**src/rtl/ctrl_pkg.sv**
```systemverilog
// Shared encodings for the multicycle control unit: FSM states, opcode classes,
// opcode range boundaries and ALUOp codes.
// Pure definitions, no logic; imported by the decoder and the FSM top.
package ctrl_pkg;

    // FSM state encoding. This is a flat binary code so that it stays
    // compatible with older tooling that consumes the raw state value.
    localparam logic [2:0] ST_IDLE   = 3'd0;
    localparam logic [2:0] ST_FETCH  = 3'd1;
    localparam logic [2:0] ST_DECODE = 3'd2;
    localparam logic [2:0] ST_EXEC   = 3'd3;
    localparam logic [2:0] ST_MEMACC = 3'd4;
    localparam logic [2:0] ST_WB     = 3'd5;
    localparam logic [2:0] ST_TRAP   = 3'd6;

    // Instruction class, latched during DECODE and used for the rest of the instruction.
    typedef enum logic [2:0] {
        CLS_R       = 3'd0,
        CLS_JUMP    = 3'd1,
        CLS_BRANCH  = 3'd2,
        CLS_IMM     = 3'd3,
        CLS_LOAD    = 3'd4,
        CLS_STORE   = 3'd5,
        CLS_ILLEGAL = 3'd6
    } op_class_e;

    // Opcode ranges (inclusive) for each class. Anything outside them is illegal.
    localparam int unsigned OP_R         = 0;
    localparam int unsigned OP_JUMP_LO   = 1;
    localparam int unsigned OP_JUMP_HI   = 2;
    localparam int unsigned OP_BRANCH_LO = 4;
    localparam int unsigned OP_BRANCH_HI = 7;
    localparam int unsigned OP_IMM_LO    = 8;
    localparam int unsigned OP_IMM_HI    = 14;
    localparam int unsigned OP_LOAD_LO   = 32;
    localparam int unsigned OP_LOAD_HI   = 37;
    localparam int unsigned OP_STORE_LO  = 40;
    localparam int unsigned OP_STORE_HI  = 46;

    // ALUOp codes as seen by the ALU control block.
    localparam logic [1:0] ALU_ADD   = 2'b00;
    localparam logic [1:0] ALU_SUB   = 2'b01;
    localparam logic [1:0] ALU_FUNCT = 2'b10;
    localparam logic [1:0] ALU_IMM   = 2'b11;

    // Inclusive range test used by the opcode classifier.
    function automatic logic in_range(input int unsigned v,
                                      input int unsigned lo,
                                      input int unsigned hi);
        return (v >= lo) && (v <= hi);
    endfunction

endpackage

```
**src/rtl/opcode_class_decoder.sv**
```systemverilog
// Maps the raw IR opcode onto one of the instruction classes.
// Purely combinational, zero latency; no handshake of its own.
// The FSM samples the class only in DECODE, so glitches elsewhere are harmless.
module opcode_class_decoder
    import ctrl_pkg::*;
#(
    parameter int OPCODE_W = 6
) (
    input  logic [OPCODE_W-1:0] opcode_i,
    output logic [2:0]          op_class_o
);

    int unsigned op_val;

    // Widen once so every range test compares plain unsigned integers.
    assign op_val = 32'(opcode_i);

    // Ranges are disjoint, so the order of the tests does not matter.
    always_comb begin
        op_class_o = CLS_ILLEGAL;
        if (op_val == OP_R) begin
            op_class_o = CLS_R;
        end else if (in_range(op_val, OP_JUMP_LO, OP_JUMP_HI)) begin
            op_class_o = CLS_JUMP;
        end else if (in_range(op_val, OP_BRANCH_LO, OP_BRANCH_HI)) begin
            op_class_o = CLS_BRANCH;
        end else if (in_range(op_val, OP_IMM_LO, OP_IMM_HI)) begin
            op_class_o = CLS_IMM;
        end else if (in_range(op_val, OP_LOAD_LO, OP_LOAD_HI)) begin
            op_class_o = CLS_LOAD;
        end else if (in_range(op_val, OP_STORE_LO, OP_STORE_HI)) begin
            op_class_o = CLS_STORE;
        end
    end

endmodule

```
**src/rtl/multicycle_control_unit.sv**
```systemverilog
// Multicycle MIPS-style control FSM: FETCH/DECODE/EXEC/MEMACC/WB with memory timeout trap.
// Controls follow the registered state; only the ready-completion strobes are qualified by mem_ready.
// Memory requests are held until mem_ready; TIMEOUT+1 unready cycles in a wait state trap for good.
module multicycle_control_unit
    import ctrl_pkg::*;
#(
    parameter int OPCODE_W = 6,
    parameter int ALUOP_W  = 2,
    parameter int TIMEOUT  = 15
) (
    input  logic                clk,
    input  logic                rst_n,
    input  logic [OPCODE_W-1:0] opcode,
    input  logic                mem_ready,
    output logic                RegDst,
    output logic                Branch,
    output logic                Jump,
    output logic                PCWrite,
    output logic                IRWrite,
    output logic                IorD,
    output logic                MemRead,
    output logic                MemWrite,
    output logic                MemtoReg,
    output logic                ALUSrc,
    output logic [ALUOP_W-1:0]  ALUOP,
    output logic                RegWrite,
    output logic                instr_done,
    output logic                trap
);

    // Counter is wide enough to hold TIMEOUT itself; it stops there and never wraps.
    localparam int               CNT_W   = (TIMEOUT < 1) ? 1 : $clog2(TIMEOUT + 1);
    localparam logic [CNT_W-1:0] CNT_MAX = CNT_W'(TIMEOUT);

    logic [2:0]       state_q, state_d;
    logic [2:0]       class_q, class_d;
    logic [CNT_W-1:0] cnt_q,   cnt_d;
    logic [2:0]       dec_class;
    logic             wait_expired;

    opcode_class_decoder #(
        .OPCODE_W (OPCODE_W)
    ) u_decoder (
        .opcode_i   (opcode),
        .op_class_o (dec_class)
    );

    // A wait state has already burned TIMEOUT unready cycles.
    assign wait_expired = (cnt_q == CNT_MAX);

    // State, latched class and wait counter registers.
    always_ff @(posedge clk or negedge rst_n) begin
        if (!rst_n) begin
            state_q <= ST_IDLE;
            class_q <= CLS_R;
            cnt_q   <= '0;
        end else begin
            state_q <= state_d;
            class_q <= class_d;
            cnt_q   <= cnt_d;
        end
    end

    // Next-state logic; the counter is cleared on every entry into FETCH or MEMACC.
    always_comb begin
        state_d = state_q;
        class_d = class_q;
        cnt_d   = cnt_q;
        case (state_q)
            ST_IDLE: begin
                state_d = ST_FETCH;
                cnt_d   = '0;
            end
            ST_FETCH: begin
                // Ready on the expiry cycle still completes the fetch.
                if (mem_ready) begin
                    state_d = ST_DECODE;
                end else if (wait_expired) begin
                    state_d = ST_TRAP;
                end else begin
                    cnt_d = cnt_q + CNT_W'(1);
                end
            end
            ST_DECODE: begin
                class_d = dec_class;
                if (dec_class == CLS_ILLEGAL) begin
                    state_d = ST_TRAP;
                end else begin
                    state_d = ST_EXEC;
                end
            end
            ST_EXEC: begin
                case (class_q)
                    CLS_R, CLS_IMM: begin
                        state_d = ST_WB;
                    end
                    CLS_BRANCH, CLS_JUMP: begin
                        state_d = ST_FETCH;
                        cnt_d   = '0;
                    end
                    CLS_LOAD, CLS_STORE: begin
                        state_d = ST_MEMACC;
                        cnt_d   = '0;
                    end
                    default: begin
                        state_d = ST_TRAP;
                    end
                endcase
            end
            ST_MEMACC: begin
                if (mem_ready) begin
                    if (class_q == CLS_LOAD) begin
                        state_d = ST_WB;
                    end else begin
                        state_d = ST_FETCH;
                        cnt_d   = '0;
                    end
                end else if (wait_expired) begin
                    state_d = ST_TRAP;
                end else begin
                    cnt_d = cnt_q + CNT_W'(1);
                end
            end
            ST_WB: begin
                state_d = ST_FETCH;
                cnt_d   = '0;
            end
            ST_TRAP: begin
                state_d = ST_TRAP;
            end
            default: begin
                state_d = ST_TRAP;
            end
        endcase
    end

    // Datapath controls decoded from the registered state and latched class.
    // IDLE (and therefore reset) and DECODE leave every control low.
    always_comb begin
        RegDst     = 1'b0;
        Branch     = 1'b0;
        Jump       = 1'b0;
        PCWrite    = 1'b0;
        IRWrite    = 1'b0;
        IorD       = 1'b0;
        MemRead    = 1'b0;
        MemWrite   = 1'b0;
        MemtoReg   = 1'b0;
        ALUSrc     = 1'b0;
        ALUOP      = ALUOP_W'(ALU_ADD);
        RegWrite   = 1'b0;
        instr_done = 1'b0;
        trap       = 1'b0;
        case (state_q)
            ST_FETCH: begin
                // Read at PC; PC+4 and IR are committed only when the word arrives.
                MemRead = 1'b1;
                IorD    = 1'b0;
                ALUOP   = ALUOP_W'(ALU_ADD);
                IRWrite = mem_ready;
                PCWrite = mem_ready;
            end
            ST_DECODE: begin
                // ALU computes the branch target speculatively.
                ALUOP = ALUOP_W'(ALU_ADD);
            end
            ST_EXEC: begin
                case (class_q)
                    CLS_R: begin
                        ALUOP = ALUOP_W'(ALU_FUNCT);
                    end
                    CLS_IMM: begin
                        ALUSrc = 1'b1;
                        ALUOP  = ALUOP_W'(ALU_IMM);
                    end
                    CLS_BRANCH: begin
                        Branch     = 1'b1;
                        ALUOP      = ALUOP_W'(ALU_SUB);
                        instr_done = 1'b1;
                    end
                    CLS_JUMP: begin
                        Jump       = 1'b1;
                        PCWrite    = 1'b1;
                        instr_done = 1'b1;
                    end
                    CLS_LOAD, CLS_STORE: begin
                        ALUSrc = 1'b1;
                        ALUOP  = ALUOP_W'(ALU_ADD);
                    end
                    default: begin
                        ALUOP = ALUOP_W'(ALU_ADD);
                    end
                endcase
            end
            ST_MEMACC: begin
                // Exactly one of MemRead/MemWrite, held for the whole wait.
                IorD = 1'b1;
                if (class_q == CLS_LOAD) begin
                    MemRead = 1'b1;
                end else begin
                    MemWrite   = 1'b1;
                    instr_done = mem_ready;
                end
            end
            ST_WB: begin
                RegWrite   = 1'b1;
                RegDst     = (class_q == CLS_R);
                MemtoReg   = (class_q == CLS_LOAD);
                instr_done = 1'b1;
            end
            ST_TRAP: begin
                trap = 1'b1;
            end
            default: begin
                trap = 1'b0;
            end
        endcase
    end

endmodule

```
**config.mk**
```make
export PLATFORM = sky130hd
export DESIGN_NAME = multicycle_control_unit
export DESIGN_NICKNAME = d
export VERILOG_FILES = /design/src/rtl/ctrl_pkg.sv /design/src/rtl/opcode_class_decoder.sv /design/src/rtl/multicycle_control_unit.sv
export SDC_FILE = /design/constraint.sdc
export NUM_CORES = 1
export LEC_CHECK = 0
export BUFFER_PORTS_ARGS = -buffer_cell sky130_fd_sc_hd__buf_2
export CORE_UTILIZATION = 55
export DETAILED_ROUTE_END_ITERATION = 12
export GPL_ROUTABILITY_DRIVEN = 1
export HOLD_SLACK_MARGIN = 0.1
export PLACE_DENSITY = 0.83
export REMOVE_ABC_BUFFERS = 1
export SLEW_MARGIN = 5
export SYNTH_ARGS = -nofsm -noshare
export SYNTH_HDL_FRONTEND = slang
export SYNTH_SLANG_ARGS = --single-unit
```
**constraint.sdc**
```tcl
create_clock -name clk -period 2.9 [get_ports clk]
set_clock_uncertainty 0.2 [all_clocks]
set_input_delay 0.435 -clock clk [delete_from_list [all_inputs] [get_ports clk]]
set_output_delay 0.435 -clock clk [all_outputs]
set_load 0.005 [all_outputs]
```
Word level (Yosys, flattened, before mapping)
Index checks and enable logic that the tools add are counted.
{"block": "classes", "mux": 41, "order_cmp": 10, "eq_ne": 16, "addsub": 1, "reduce_logical": 16}
{"op": "zero test 32 bit", "n": 1}
{"op": "two-way mux 3 bit", "n": 10}
{"op": "two-way mux 4 bit", "n": 5}
{"op": "equality test 3 bit, second input constant", "n": 6}
{"op": "two-way mux 1 bit", "n": 17}
{"op": "case mux 4 bit (4 select lines)", "n": 1}
{"op": "case mux 3 bit (5 select lines)", "n": 1}
{"op": "equality test 3 x 2 -> 1 bit, second input constant", "n": 4}
{"op": ">= comparator 6 bit, second input constant", "n": 2}
{"op": "less-or-equal comparator 6 bit, second input constant", "n": 2}
{"op": "case mux 3 bit (3 select lines)", "n": 1}
{"op": "OR reduction 2 bit", "n": 4}
{"op": "equality test 3 x 1 -> 1 bit, second input constant", "n": 2}
{"op": ">= comparator 6 x 1 -> 1 bit, second input constant", "n": 1}
{"op": ">= comparator 6 x 3 -> 1 bit, second input constant", "n": 1}
{"op": ">= comparator 6 x 4 -> 1 bit, second input constant", "n": 1}
{"op": "less-or-equal comparator 6 x 2 -> 1 bit, second input constant", "n": 1}
{"op": "less-or-equal comparator 6 x 3 -> 1 bit, second input constant", "n": 1}
{"op": "less-or-equal comparator 6 x 4 -> 1 bit, second input constant", "n": 1}
{"op": "zero test 3 bit", "n": 2}
{"op": "case mux 2 bit (3 select lines)", "n": 1}
{"op": "logical AND 1 bit", "n": 5}
{"op": "adder 4 x 1 -> 4 bit, second input constant", "n": 1}
{"op": "equality test 4 bit, second input constant", "n": 1}
{"op": "other kinds (9)", "n": 12}
{"block": "totals", "inputBits": 9, "out_inout_bits": 15, "ff_bits": 10, "wordCells": 87}

Depth between registers and ports, before layout
Gate-level depths: netlist of the first run.
{"block": "logic_depth", "depth_word": 11, "ltp_mapped": 5, "mapped_depth_nobuf": 5}

Cells and area by module
From an unflattened synthesis of the first run, not the netlist that was laid out.
{"block": "hier_totals", "cells_unflattened": 113, "hier_area_um2": 907.1}
{"mod": "multicycle_control_unit", "n_inst": 1, "area_per_inst_um2": 822.0, "cells_each": 98, "seq_area_each_um2": 250.2}
{"mod": "opcode_class_decoder", "n_inst": 1, "area_per_inst_um2": 85.1, "cells_each": 15, "seq_area_each_um2": 0.0}

Worst setup path after synthesis of the first run
No wires, ideal clock.
{"block": "synth_path", "path_kind": "flip-flop to output port", "from": "register class_q[2]", "to": "output port instr_done", "required_ps": 2265, "slack_ps": 1006, "n_path_buf": 1, "stages_incl_launch_ff": 5, "t_arrival_ps": 1259, "path_cell_list": "dfrtp_1 buf_2 or3b_2 a32oi_1 nand2_1"}
{"block": "synth_between", "elab_chain_len": 4}
{"item": "from (decl)", "line": "multicycle_control_unit.sv:36", "source": "logic [2:0] class_q, class_d;"}
{"item": "from (signal assigned)", "line": "multicycle_control_unit.sv:59", "source": "class_q <= class_d;"}
{"item": "equality test 3 x 2 -> 1 bit or equality test 3 x 1 -> 1 bit (tied branches)", "line": "multicycle_control_unit.sv:168", "source": "case (class_q)"}
{"item": "OR reduction 2 bit (no line)"}
{"item": "two-way mux 1 bit", "line": "multicycle_control_unit.sv:168"}
{"item": "case mux 1 bit (3 select lines) *", "line": "multicycle_control_unit.sv:154", "source": "case (state_q)"}
{"item": "to (decl)", "line": "multicycle_control_unit.sv:27", "source": "output logic instr_done,"}
Mark *: on every way between the ends. The rest lies on a longest branch, timed or not.

Final worst setup path of the first run
Ends and elaborated chain as after synthesis.

==> reports/qor.yml, run 1 <==
status: "complete, no violations"
placeableCoreArea_um2: 1510
antenna_found_initial: 0
combPwrFrac_pct: 17.7
r2r_end: "cnt_q[0]$_DFFE_PN0P_"
cp_slowest_cell: "dfrtp_1"
setup_violations: 0
r2r_setup_slack_ns: 0.81
drt.antenna.violating_nets: 0
drc: 0
firstDrtPassIters: 5
max_cap_violations: 0
internal_power_mw: 0.250
powerDensity_nw_per_um2: 350
die_area_um2: 1800
hold-path-cell-count: 4
ios: 24
hpwl_um: 1600
whs_endpoint: "class_q[0]$_DFFE_PN0P_"
dp.cells: 141
rsz0062_at_grt: "no"
cts.sinks: 10
clk_latency_ns: 0.26
grt-ovfl-total: 0
ys_ff_latch: 10
reg2reg_depth: 4
drive_gt1_share_pct: 30.8
grt_use_total_pct: 24.2
slowest_delay_ns: 0.56
crit_type: "flip-flop to output port"
drtIter0Drc: 24
max_slew_margin_pct: 66.8
hold_viol: 0
power_frac_seq_pct: 48.3
crit_path_start_kind: "flip-flop"
numPortBuffers: 23
fin_crit_sh_pct: 83.1
die_height_um: 42.4
initial_core_util_pct: 59.6
cts_hold_buf: 1
clockBufferDepth: 2
r2r_start: "class_q[2]$_DFFE_PN0P_"
final_net_count: 141
stdcell_count: 146
syn_area_per_cell_um2: 8.08
min-delay-start: "opcode[4]"
cts_setup_buffers: 0
via_count: 881
ys.flop_type: "dfrtp_1"
wl_per_cell_um: 14.1
via_per_inst: 6.03
first_global_vias: 754
grt_max_degree: 14
cts-root-buf: "clkbuf_4"
post_cts_resized: 0
synth_top_area_share_pct: 27.9
tightest_slew_ns: 0.497
max-vdd-ir-drop_uv: 268
areaGrowthSynthToFinish_pct: 13.5
synth_edf_count: 0
finalMaxSlewViolations: 0
cts_buffers: 3
sw_frac_of_total_pct: 29.8
synth_warnings: 0
power_mw: 0.356
fin_setup_tns_ns: 0
async_flop_share_pct: 100
hold_class: "input pin to flip-flop"
fin_area_um2: 1020
clkSlewWorstSetupHoldPaths_ns: 0.06
crit_path_cell_trace: "or3b_2, a32oi_1, nand2_1, buf_2"
yosysTopAreaCell: "dfrtp_1"
htree_levels: 1
routabilityCongestion: 0.860
min_period_ns: 2.41
yosys-top-cells-area: "dfrtp_1 28%, nor2_1 5.0%, a21oi_1 4.5%, o21ai_0 3.9%, nor3_1 3.3%"
syn_area_um2: 897
p_sw_mw: 0.106
grt_pass1_wl_um: 3290
worstPathRequired_ns: 2.27
clock.fmax_mhz: 415
routed_wirelength_um: 2050
seq_area_frac_synth_pct: 27.9
rows: 14
clkPwrFrac_pct: 34.0
yosysUniqueCellTypes: 45
placed_area_um2: 972
power_leakage_nw: 0.507
antenna_cells: 0
die_x_um: 42.4
crit_path_end_kind: "output port"
cts_tree: "yes"
syn_inst: 111
crit_fanout: 13
cp_data_arrival_time_ns: 1.78
[synthesized netlist by cell type, types with 3 or more instances]
cell type  count
nor2_1        12
dfrtp_1       10
a21oi_1        8
o21ai_0        7
nand2_1        6
nor3_1         6
a31oi_1        4
inv_1          4
nand2b_1       3
nand3b_1       3
nor3b_1        3
o211ai_1       3
[area by class of cell]
| class | count | area (um2) |
|---|---|---|
| clock buffer | 4 | 36.3 |
| timing repair buffer | 24 | 125 |
| inverter | 4 | 15.0 |
| tap | 16 | 20.0 |
| fill | 131 | 488 |
| sequential | 10 | 250 |
| multi-input combinational | 88 | 572 |
[power groups by stage]
stage | Combinational [mW] | Clock [mW] | Sequential [mW]
global route | 0.0704 | 0.135 | 0.173
CTS | 0.0624 | 0.126 | 0.171
floorplan | 0.0386 | 0 | 0.167
global placement | 0.0576 | 0 | 0.171
detailed placement | 0.0613 | 0 | 0.174
finish | 0.0631 | 0.121 | 0.172
[metal layers]
metal  up-vias  global-route usage, %  wire length, um  part of all wire (%)
met5         -                      0                0                     0
met4         0                   11.9                9                  0.44
met3         2                   1.29               73                   3.6
met2        22                   41.2             1040                    50
met1       411                   31.1              936                    46
li1        446                      -                -                     -
[critical path: cells and delay by family (launching register included)]
kind	cells	cell delay, ns
simple gates	2	0.61
buf+inv	1	0.12
flops	1	0.56
compound gates	1	0.23
[cell families (layout without fill, tap and decap cells)]
kind of cell / count (synthesis) / count (layout) / synth area share [%]
simple gates: 49 / 49 / 31.7
compound gates: 35 / 35 / 27.5
buf+inv: 13 / 32 / 8.37
flops: 10 / 10 / 27.9
xor+xnor: 2 / 2 / 1.95
fa+ha+maj: 1 / 1 / 1.39
mux: 1 / 1 / 1.26
[how the worst max path moves through the flow]
stage | start | cells after the start | end | slack, ns
after floorplan | class_q[2]$_DFFE_PN0P_ | 3 | instr_done | 1.03
after global placement | state_q[2]$_DFF_PN0_ | 5 | PCWrite | 0.87
final | class_q[2]$_DFFE_PN0P_ | 4 | instr_done | 0.49
after CTS | class_q[2]$_DFFE_PN0P_ | 4 | instr_done | 0.49
after detailed placement | class_q[2]$_DFFE_PN0P_ | 4 | instr_done | 0.78
after global routing | class_q[2]$_DFFE_PN0P_ | 4 | instr_done | 0.39
[flip-flops by register name, indices dropped and copies added, names as in the netlist]
register  cells
cnt_q         4
class_q       3
state_q       3
[per-stage QoR]
| step | util (%) | setup slack [ns] | hold slack (ns) |
|---|---|---|---|
| 6_report | 67.6 | 0.490 | 0.315 |
| 5_1_grt | 67.6 | 0.393 | 0.324 |
| 4_1_cts | 67.6 | 0.492 | 0.299 |
| 3_5_place_dp | 64.5 | 0.785 | 0.102 |
| 3_3_place_gp | 64.5 | 0.874 | 0.0941 |
| 2_1_floorplan | - | 1.03 | -0.0606 |
[layout by cell type (no fill, tap or decap), drive strengths merged, types with 2 or more instances in the layout]
cell type  instances
buf               23
and2               2
nand3b             3
and3               3
o21ai              7
a31oi              4
dfrtp             10
nor3b              3
a311oi             2
o211ai             3
o21a               2
nand3              2
nand2              6
nor2              12
a21oi              8
nor3               6
or2                2
inv                4
clkbuf             4
and2b              2
nand2b             3
Power figures use the tool's default switching activity.
==> run 2, diff against run 1 <==
- CORE_UTILIZATION: 55 -> 51
- PLACE_DENSITY: 0.83 -> 0.78
- clock period: 2.9 -> 2.3 ns (I/O delays scaled with it)
==> reports/qor.yml, run 2 (same netlist as run 1, synthesis figures left out) <==
layout_commonest_cell: "buf_2"
met2_usage_pct: 38.8  # -2.4 points
clockBufferDepth: 2  # unchanged
crit_path_end_kind: "output port"
rsz0062_at_grt: "no"
max-vdd-ir-drop_uv: 269  # +0.42%
cp_slowest_cell: "or3b_2"
cp_data_arrival_time_ns: 1.66  # -0.12 ns
power_leakage_nw: 0.510  # +0.41%
setup_violations: 0  # unchanged
grt_busiest_layer: "met2"
hold_class: "input pin to flip-flop"
drc: 1  # +1
htree_levels: 1  # unchanged
drtIter0Drc: 24  # unchanged
grt_use_met3_pct: 6.25  # +5.0 points
crit_type: "flip-flop to output port"
dp_slack_ns: 0.297  # -0.488 ns
final_cell_mix: "23 x buf_2, 12 x nor2_1, 8 x a21oi_1"
wl_per_cell_um: 13.3  # -5.7%
drt.antenna.violating_nets: 0  # unchanged
cts_tree: "yes"
firstDrtPassIters: 11  # +6
die_area_um2: 1930  # +7.5%
initial_core_util_pct: 56.9  # -2.6 points
crit_path_start_kind: "flip-flop"
via_count: 892  # +1.2%
die_x_um: 43.9  # +3.7%
slowest_delay_ns: 0.50  # -0.06 ns
die_height_um: 43.9  # +3.7%
largest_reg_flops: 4  # unchanged
routabilityCongestion: 0.831  # -3.4%
seq_area_um2: 255  # +2.0%
cts_buffers: 3  # unchanged
worstPathRequired_ns: 1.75  # -0.52 ns
drive_gt1_share_pct: 34.4  # +3.6 points
dp.cells: 141  # unchanged
fin_setup_tns_ns: 0  # unchanged
crit_fanout: 13  # unchanged
finalMaxSlewViolations: 0  # unchanged
cts-root-buf: "clkbuf_4"
grt_pass1_wl_um: 3330  # +1.2%
grt-ovfl-total: 0  # unchanged
reg.largest.list: "cnt_q x4, class_q x3, state_q x3"
clk_latency_ns: 0.26  # about the same
max_slew_margin_pct: 70.0  # +3.2 points
cp_num_buf_inv: 1  # unchanged
ios: 24  # unchanged
grt_use_total_pct: 23.3  # -0.89 points
grt_max_degree: 14  # unchanged
multi_input_area_um2: 572  # unchanged
placeableCoreArea_um2: 1580  # +4.7%
first_global_vias: 773  # +2.5%
via_per_inst: 6.07  # +0.56%
tightest_slew_ns: 0.449  # -0.0479 ns
hold_viol: 0  # unchanged
largest-register: "cnt_q"
powerDensity_nw_per_um2: 437  # +25%
fin_crit_sh_pct: 95.7
crit_path_cell_trace: "or3b_2, a32oi_1, nand2_1, buf_2"
cp_top_family: "simple AND/OR/NAND/NOR gates"
power_mw: 0.451  # +26%
clock.fmax_mhz: 454
cts.sinks: 10  # unchanged
status: "finished, violations left"
fillerInstances: 144  # +9.9%
stdcell_count: 147  # +0.68%
areaGrowthSynthToFinish_pct: 14.9
hpwl_um: 1460  # -8.4%
min_period_ns: 2.20
max_cap_violations: 0  # unchanged
rows: 14  # unchanged
use_met1_pct: 29.5  # -1.6 points
antenna_cells: 0  # unchanged
final_net_count: 142  # +0.71%
clkSlewWorstSetupHoldPaths_ns: 0.07  # about the same
violations: "DRC"
routed_wirelength_um: 1950  # -5.0%
fin_ws_ns: 0.0989  # -0.391 ns
antenna_found_initial: 0  # unchanged
numPortBuffers: 23  # unchanged
-- run 2: changes by cell type in the layout (fill, tap and decap cells not counted), sizes merged --
cell,change
buf,+1
-- run 2: repair_timing --
action,4_1_cts,5_1_grt
buffers inserted,0,1
gates resized for setup,1,3
endpoints found under the hold margin,10,0
hold buffers,1,0
setup endpoints to repair,1,2
-- run 2: worst register-to-register path: stages (launching register included) --
cell	delay, ns
dfrtp_1	0.53
and4bb_2	0.31
a311oi_2	0.39
nand3_1	0.15
mux2_2	0.28
-- run 2: path summary, 6_finish.rpt --
path | endpoint | cells after the start | slack (ns) | from
setup / recovery | instr_done | 4 | 0.1 | class_q[2]$_DFFE_PN0P_
hold / removal | class_q[0]$_DFFE_PN0P_ | 4 | 0.20 | opcode[4]
setup reg to reg | cnt_q[0]$_DFFE_PN0P_ | 4 | 0.33 | state_q[1]$_DFF_PN0_
hold reg to reg | cnt_q[1]$_DFFE_PN0P_ | 1 | 0.34 | cnt_q[1]$_DFFE_PN0P_
max in group asynchronous | class_q[1]$_DFFE_PN0P_ | 2 | 1.43 | rst_n
min in group asynchronous | cnt_q[0]$_DFFE_PN0P_ | 2 | 0.26 | rst_n
-- run 2: metal layers --
layer  vias up  routed length (um)
met4         0                  11
li1        450                   -
met2        25                 945
met1       415                 913
met3         2                  80
met5         -                   0
-- run 2: area by class of cell --
type | count | area share, %
flip-flops and latches | 10 | 24.8
well taps | 16 | 1.94
repair buffers | 25 | 12.9
multi-input cells | 88 | 55.5
clock buffers | 4 | 3.52
inverters | 4 | 1.46
-- run 2: where the power goes --
| part | switching [mW] | internal (mW) |
|---|---|---|
| registers | 0.0282 | 0.189 |
| clock network | 0.0614 | 0.0961 |
| logic | 0.0432 | 0.0328 |
-- run 2: metrics by stage --
stage / utilization (%) / area (um2) / hold slack, ns
2_1_floorplan: - / 837 / -0.151
5_1_grt: 65.4 / 1030 / 0.221
3_3_place_gp: 61.7 / 972 / 0.00965
3_5_place_dp: 61.7 / 972 / 0.0151
6_report: 65.4 / 1030 / 0.200
4_1_cts: 64.7 / 1020 / 0.200
==> run 3, diff against run 2 <==
- CELL_PAD_IN_SITES_DETAIL_PLACEMENT: unset -> 1
- CELL_PAD_IN_SITES_GLOBAL_PLACEMENT: unset -> 1
- CORE_UTILIZATION: 51 -> 37
- PLACE_DENSITY: 0.78 -> unset
- PLACE_DENSITY_LB_ADDON: unset -> 0.1
==> reports/qor.yml, run 3 (same netlist as run 1, synthesis figures left out) <==
finalMaxSlewViolations: 0  # unchanged
max_cap_violations: 0  # unchanged
crit_start: "class_q[1]$_DFFE_PN0P_"
antenna_cells: 0  # unchanged
crit_type: "flip-flop to output port"
wl_per_cell_um: 15.1  # +14%
numPortBuffers: 23  # unchanged
drtIter0Drc: 10  # -58%
max-vdd-ir-drop_uv: 338  # +26%
initial_core_util_pct: 39.8  # -17 points
first_global_vias: 851  # +10%
clk_latency_ns: 0.26  # about the same
placeableCoreArea_um2: 2250  # +43%
via_per_inst: 5.74  # -5.4%
combPwrFrac_pct: 19.7  # +2.8 points
clockBufferDepth: 2  # unchanged
routabilityCongestion: 0.778  # -6.4%
firstDrtPassIters: 4  # -7
hold_class: "input pin to flip-flop"
crit_path_start_kind: "flip-flop"
clock.fmax_mhz: 455  # +0.14%
grt-ovfl-total: 0  # unchanged
stdcell_count: 159  # +8.2%
cts_buffers: 3  # unchanged
cts-root-buf: "clkbuf_4"
max_slew_margin_pct: 66.6  # -3.4 points
sw_frac_of_total_pct: 31.5  # +2.1 points
areaGrowthSynthToFinish_pct: 15.6
drt.antenna.violating_nets: 0  # unchanged
antenna_found_initial: 0  # unchanged
tightest_slew_ns: 0.500  # +0.0510 ns
htree_levels: 1  # unchanged
worstPathRequired_ns: 1.75  # about the same
ios: 24  # unchanged
min-delay-start: "opcode[4]"
rows: 17  # +3
fin_crit_sh_pct: 95.6  # -0.14 points
die_x_um: 51.2  # +17%
grt_use_total_pct: 19.9  # -3.4 points
hold_viol: 0  # unchanged
placed_area_um2: 995  # +2.3%
hold-path-cell-count: 4  # unchanged
rsz0062_at_grt: "no"
status: "complete, no violations"
setup_violations: 0  # unchanged
r2r_end: "cnt_q[0]$_DFFE_PN0P_"
via_count: 913  # +2.4%
cts_tree: "yes"
crit_fanout: 8  # -5
drc: 0  # -1
powerDensity_nw_per_um2: 397  # -9.1%
grt_pass1_wl_um: 3910  # +17%
reg2reg_depth: 4  # unchanged
internal_power_mw: 0.282  # -11%
cp_data_arrival_time_ns: 1.65  # about the same
clkPwrFrac_pct: 27.6  # -7.4 points
r2r_setup_slack_ns: 0.28  # -0.05 ns
grt_max_degree: 14  # unchanged
layout_commonest_cell: "buf_2"
fin_ws_ns: 0.102  # +0.00311 ns
dp_slack_ns: 0.225  # -0.0716 ns
clkSlewWorstSetupHoldPaths_ns: 0.06  # about the same
power_leakage_nw: 0.509  # -0.11%
min_period_ns: 2.20  # -0.00311 ns
largest_reg_flops: 4  # unchanged
fin_setup_tns_ns: 0  # unchanged
crit_path_end_kind: "output port"
hpwl_um: 1840  # +26%
die_height_um: 51.2  # +17%
p_sw_mw: 0.130  # -2.1%
die_area_um2: 2630  # +36%
reg.largest.list: "cnt_q x4, class_q x3, state_q x3"
routed_wirelength_um: 2400  # +23%
drive_gt1_share_pct: 32.8  # -1.5 points
final_net_count: 143  # +0.70%
final_cell_mix: "23 x buf_2, 12 x nor2_1, 8 x a21oi_1, 8 x dfrtp_1, 7 x o21ai_0"
r2r_start: "state_q[1]$_DFF_PN0_"
fin_area_um2: 1040  # +0.61%
power_frac_seq_pct: 52.7  # +4.5 points
cts.sinks: 10  # unchanged
largest-register: "cnt_q"
whs_endpoint: "class_q[0]$_DFFE_PN0P_"
dp.cells: 154  # +9.2%
run 3: cell types whose count changed in the layout (fill, tap and decap cells not counted), sizes merged:
cell,before,now
buf,24,25
clkbuf,4,3
run 3: how the worst max path moves through the flow:
| stage | endpoint | slack (ns) |
|---|---|---|
| after floorplan | cnt_q[0]$_DFFE_PN0P_ | 0.49 |
| after CTS | instr_done | 0.04 |
| after global placement | PCWrite | 0.30 |
| after detailed placement | PCWrite | 0.23 |
| after global routing | PCWrite | 0.02 |
| final | instr_done | 0.10 |
run 3: area by class of cell:
type | count | area [um2]
inverters | 4 | 15.0
fillers | 291 | 1220
repair buffers | 26 | 140
multi-input cells | 88 | 572
well taps | 28 | 35.0
flip-flops and latches | 10 | 253
clock buffers | 3 | 22.5
run 3: per-layer routing:
layer  wire, um  GRT usage [%]  up-vias
li1           -              -      450
met1       1110           26.6      448
met2       1210           32.7       13
met3         71           4.46        2
met4         15           4.05        0
met5          0              0        -
run 3: power by group through the flow:
stage | clock (mW) | combinational [mW] | sequential, mW
2_1_floorplan | 0 | 0.0486 | 0.210
3_3_place_gp | 0 | 0.0789 | 0.219
3_5_place_dp | 0 | 0.0807 | 0.219
4_1_cts | 0.119 | 0.0825 | 0.216
5_1_grt | 0.131 | 0.0926 | 0.219
6_report | 0.113 | 0.0813 | 0.217
run 3: stage by stage:
stage | hold WS, ns | power, mW | utilization [%]
floorplan | -0.151 | 0.259 | -
global placement | 0.0130 | 0.298 | 44.1
detailed placement | 0.0136 | 0.300 | 44.1
CTS | 0.211 | 0.418 | 45.9
global route | 0.238 | 0.442 | 46.0
finish | 0.210 | 0.412 | 46.0
run 3: timing repair:
item                                   CTS  global route
gates resized for setup                  1             1
setup buffers                            1             0
endpoints found under the hold margin   10             0
setup endpoints to repair                1             1
hold buffers                             1             0
run 3: critical path, cell delays in order (launching register included):
cell and delay (ns):
dfrtp_1 0.47, or3b_2 0.53, a32oi_1 0.21, nand2_1 0.06, buf_2 0.12
